### src/rtl/clkmon.sv
// clkmon: measures a monitored clock's period in reference-clock cycles and reports lock, stop and sticky error status.
module clkmon #(
    parameter int CNT_W      = 16,
    parameter int MIN_PERIOD = 14,
    parameter int MAX_PERIOD = 18,
    parameter int LOCK_COUNT = 4,
    parameter int TIMEOUT    = 64
) (
    input  logic             clk,
    input  logic             rst,
    input  logic             clk_in,
    input  logic             clr_err,
    output logic [CNT_W-1:0] period,
    output logic             period_vld,
    output logic             locked,
    output logic             stopped,
    output logic             err
);
    localparam int G_W = $clog2(LOCK_COUNT + 1);
    typedef enum logic [1:0] {IDLE, ACQ, LOCKED, STOPPED} state_t;
    state_t           state_q, state_d;
    logic             s1_q, s2_q, s3_q;
    logic [CNT_W-1:0] cnt_q, cnt_d, period_q, period_d;
    logic [G_W-1:0]   good_q, good_d;
    logic             vld_q, locked_q, stopped_q, err_q, err_d;
    logic             rise, in_range, report, err_set;
    always_comb begin
        rise     = s2_q & ~s3_q;
        in_range = cnt_q >= CNT_W'(MIN_PERIOD) && cnt_q <= CNT_W'(MAX_PERIOD);
        // only an edge with a known predecessor yields a meaningful period
        report   = rise && (state_q == ACQ || state_q == LOCKED);
        cnt_d    = rise ? CNT_W'(1) : (&cnt_q ? cnt_q : cnt_q + 1'b1);
        period_d = report ? cnt_q : period_q;
        state_d  = state_q;
        good_d   = good_q;
        err_set  = 1'b0;
        case (state_q)
            IDLE, STOPPED: begin
                if (rise) begin
                    state_d = ACQ;
                    good_d  = '0;
                end
            end
            ACQ: begin
                if (rise) begin
                    good_d  = in_range ? good_q + 1'b1 : '0;
                    state_d = (in_range && good_q + 1'b1 == G_W'(LOCK_COUNT)) ? LOCKED : ACQ;
                end else if (cnt_q == CNT_W'(TIMEOUT)) begin
                    state_d = STOPPED;
                end
            end
            LOCKED: begin
                if (rise && !in_range) begin
                    err_set = 1'b1;
                    state_d = ACQ;
                    good_d  = '0;
                end else if (!rise && cnt_q == CNT_W'(TIMEOUT)) begin
                    state_d = STOPPED;
                end
            end
            default: state_d = IDLE;
        endcase
        err_d = err_set | (err_q & ~clr_err);
    end
    always_ff @(posedge clk or posedge rst) begin
        if (rst) begin
            state_q   <= IDLE;
            s1_q      <= 1'b0;
            s2_q      <= 1'b0;
            s3_q      <= 1'b0;
            cnt_q     <= '0;
            good_q    <= '0;
            period_q  <= '0;
            vld_q     <= 1'b0;
            locked_q  <= 1'b0;
            stopped_q <= 1'b0;
            err_q     <= 1'b0;
        end else begin
            state_q   <= state_d;
            s1_q      <= clk_in;
            s2_q      <= s1_q;
            s3_q      <= s2_q;
            cnt_q     <= cnt_d;
            good_q    <= good_d;
            period_q  <= period_d;
            vld_q     <= report;
            locked_q  <= state_d == LOCKED;
            stopped_q <= state_d == STOPPED;
            err_q     <= err_d;
        end
    end
    assign period     = period_q;
    assign period_vld = vld_q;
    assign locked     = locked_q;
    assign stopped    = stopped_q;
    assign err        = err_q;
endmodule
### config.mk
export PLATFORM = sky130hd
export DESIGN_NAME = clkmon
export DESIGN_NICKNAME = d
export VERILOG_FILES = /design/src/rtl/clkmon.sv
export SDC_FILE = /design/constraint.sdc
export NUM_CORES = 1
export LEC_CHECK = 0
export CORE_UTILIZATION = 50
export CTS_CLUSTER_DIAMETER = 60
export CTS_CLUSTER_SIZE = 25
export DETAILED_ROUTE_END_ITERATION = 10
export GPL_ROUTABILITY_DRIVEN = 0
export PLACE_DENSITY = 0.83
export SLEW_MARGIN = 30
export SYNTH_ARGS = -nofsm -noshare
export SYNTH_HDL_FRONTEND = slang
export SYNTH_SLANG_ARGS = --single-unit
### constraint.sdc
create_clock -name clk -period 2 [get_ports clk]
set_clock_uncertainty 0.15 [all_clocks]
set_input_delay 0.6 -clock clk [delete_from_list [all_inputs] [get_ports clk]]
set_output_delay 0.6 -clock clk [all_outputs]
set_load 0.005 [all_outputs]
==> results.ini <==
[synthesis]
synthTopCellsByArea=dfrtp_1 (51%), mux2_2 (8.4%), xnor2_1 (4.5%)
ys_ff_latch=44
synth-compound-area-share=0.1040
synth_nets=211
postSynthCellCount=200
synthMuxAreaShare=0.08367
synth-simple-area-share=0.1691
synthArstFlopShare=1.000
yosysSeqAreaShare=0.5113
synth_area_leader_cell=dfrtp_1
yosys_warnings=0
synthAdderAreaFrac=0.04067
synthXorXnorAreaFrac=0.04474
synth.distinct_cells=41
synth_edf_count=0
dominantRegCellSynth=dfrtp_1
synth_top_family_by_area=simple AND/OR/NAND/NOR gates
avgSynthCellArea_sq_um=10.77
synth_top_area_frac=0.5113
synthesis.area_sq_um=2153

[placed_design]
buffer_ports.inserted=23
dp_hpwl_um=3281
place_area_sq_um=2679

[outcome]
status=complete, but fails checks
failed_checks=negative setup slack

[finish]
drive_above_1_share=0.3359
diodes=0
multi_input_area_sq_um=1099
finalInstanceArea_sq_um=3010
area_growth_pct=39.80
num-nets-final=272
seqCellArea_sq_um=1101
fill_cells=253

[worst_setup_path]
cpPeakStageDelay_ns=0.51
worst_ep_required_time_ns=2.09
critPathBufInv=0
start_kind=register
cp_common_cell=or4_4
cp-startpoint=cnt_q[8]
end_kind=register
critical_path_class=register to register
crit_chain=nor4_4 > nand3_1 > or4_4 > or4_4 > o2bb2ai_2
critical_path.top_delay_family=simple AND/OR/NAND/NOR gates
cpMaxStageDelayCell=or4_4
crit_fanout=3
timing.rr.start=cnt_q[8]
cp.arrival_ns=2.32

[routing]
dr.pass1.iters=4
drtIter0Drc=138
num_vias=1841
routed_wl_um=5322
vias_per_cell=5.901
ant_nets=0
routedWlPerCell_um=17.06
drc=0

[floorplan]
core_sq_um=4058
fp.dieW_um=67.63
pin_count=24
die-area_sq_um=4573
initial_core_util=0.5307
rows=23
die_height_um=67.63

[timing]
slew_headroom=0.7211
hold_ws_ns=0.2077
fin_crit_ns=2.232
finalCritPeriodShare=1.116
slew_viol_final=0
setup_violations=9
worstMarginPinSlew_ns=0.4183
rsz0062_at_grt=yes
fmax_mhz=448.1
setup_ws_ns=-0.2317
hold_viol_final=0

[power_and_ir_drop]
switchingPower_mw=0.5952
internal-power_mw=1.647
pwr-share-clk=0.327
p_seq_frac=0.450
vdd_drop_max_mv=0.5697
p_sw_frac=0.2654
total_power_mw=2.243
power_density_nw_per_um2=744.9
pwr-share-comb=0.223
cellLeakagePower_nw=1.367

[clocking]
clk_pin_slew_worst_paths_ns=0.08
numCtsBuffers=5
clock_tree.root_cell=clkbuf_8
cts_sinks=44
insertion_delay_ns=0.31
cts_tree=done
max-clock-path-buffers=2
htree_levels=2

[min_path]
min_from=s1_q
hold_path.class=register to register

[flow_run]
cap_violations=0

[global_routing]
grt-ovfl-total=0
antenna_found_initial=0
track_usage=0.2393
grt_pass1_wl_um=7810
grt_max_degree=45
grt_pass1_vias=1657

cells by family after synthesis:
group                    count (synthesis)
flip-flops                              44
adder cells (fa/ha/maj)                  7
AO/OA/AOI/OAI                           32
multiplexers                            16
XOR/XNOR                                11
AND/OR/NAND/NOR                         66
buffers and inverters                   24
worst reg2reg max path: cells and delay by family, from the launching register on:
family           cells  cell delay, ns
AND/OR/NAND/NOR      4            1.46
flip-flops           1            0.43
AO/OA/AOI/OAI        1            0.13
per-layer routing:
metal | vias to the layer above | track usage | share of wire
met2 | 84 | 0.3688 | 0.49
met3 | 16 | 0.05912 | 0.067
met4 | 0 | 0.1117 | 0.026
met1 | 910 | 0.3134 | 0.41
li1 | 831 | - | -
met5 | - | 0 | 0
power by group through the flow:
| stage | Clock, mW | Sequential (mW) | Combinational [mW] |
|---|---|---|---|
| 2_1_floorplan | 0 | 1.05 | 0.195 |
| 3_3_place_gp | 0 | 1.02 | 0.457 |
| 3_5_place_dp | 0 | 1.03 | 0.465 |
| 4_1_cts | 0.735 | 1.01 | 0.481 |
| 5_1_grt | 0.775 | 1.02 | 0.547 |
| 6_report | 0.732 | 1.01 | 0.501 |
flip-flops by register name (all words and copies together) (netlist names):
register    flops
locked          1
cnt_q          16
period_vld      1
s1_q            1
s3_q            1
err             1
good_q          3
s2_q            1
state_q         2
stopped         1
period         16
area by class of cell:
type,instances,share of cell area
Clock buffer,6,0.02743
Inverter,14,0.01746
Timing Repair Buffer,64,0.1908
Sequential cell,44,0.3658
Clock inverter,2,0.01288
Multi-Input combinational cell,132,0.3649
Tap cell,50,0.02078
placed cells by master (no fill, tap or decap), drive strengths merged, types with 2 or more instances in the layout:
cell | synthesis | layout
clkbuf | 7 | 6
dfrtp | 44 | 44
nor4 | 5 | 5
nor2b | 3 | 3
and4 | 2 | 2
inv | 14 | 13
clkinv | 0 | 2
and2 | 3 | 3
clkdlybuf4s50 | 0 | 23
and3 | 2 | 2
xnor2 | 11 | 11
o21ai | 5 | 5
a21oi | 5 | 5
nand2 | 9 | 9
buf | 3 | 41
o22ai | 2 | 2
ha | 7 | 7
nor3 | 3 | 3
nand4 | 4 | 4
mux2 | 16 | 16
o2bb2ai | 2 | 2
nand3 | 9 | 9
a211oi | 8 | 8
or4 | 2 | 2
nor2 | 19 | 19
final timing paths:
kind                             endpoint  slack, ns  cells after the start
max in group asynchronous       period[9]       1.01                      3
worst min register to register       s2_q       0.21                      0
min in group asynchronous       cnt_q[10]       0.48                      3
worst max register to register  good_q[2]      -0.23                      5
worst min-delay path                 s2_q       0.21                      0
worst max-delay path            good_q[2]      -0.23                      5
metrics by stage:
| step | setup slack, ns | std cells | TNS (ns) | util |
|---|---|---|---|---|
| 4_1_cts | -0.1416 | 307 | -0.7337 | 0.7092 |
| 6_report | -0.2317 | 312 | -1.360 | 0.7419 |
| 5_1_grt | -0.3014 | 312 | -2.926 | 0.7419 |
| 3_3_place_gp | -0.07928 | 296 | -0.2402 | 0.6602 |
| 3_5_place_dp | -0.1200 | 296 | -0.6481 | 0.6602 |
| 2_1_floorplan | -0.1627 | 200 | -0.4803 | - |
cell usage after synthesis, types with 2 or more instances:
cell type	instances
nor2_1	19
dfrtp_1	44
nor4_1	3
and4_1	2
nor3_1	3
or4_4	2
and3_1	2
ha_1	7
xnor2_1	11
o21ai_0	4
o2bb2ai_1	2
o22ai_1	2
nand2_1	9
mux2_2	16
a21oi_1	5
buf_2	2
nand3_1	9
nor2b_1	3
nor4_2	2
inv_1	14
and2_1	3
a211oi_1	8
nand4_1	4
clkbuf_1	7
timing repair:
item,4_1_cts,5_1_grt
gates resized for setup,10,18
setup buffers,3,4
setup endpoints to repair,15,19
gates cloned,0,1
hold buffers,0,0
pin swaps,4,9
Power figures use the tool's default switching activity.
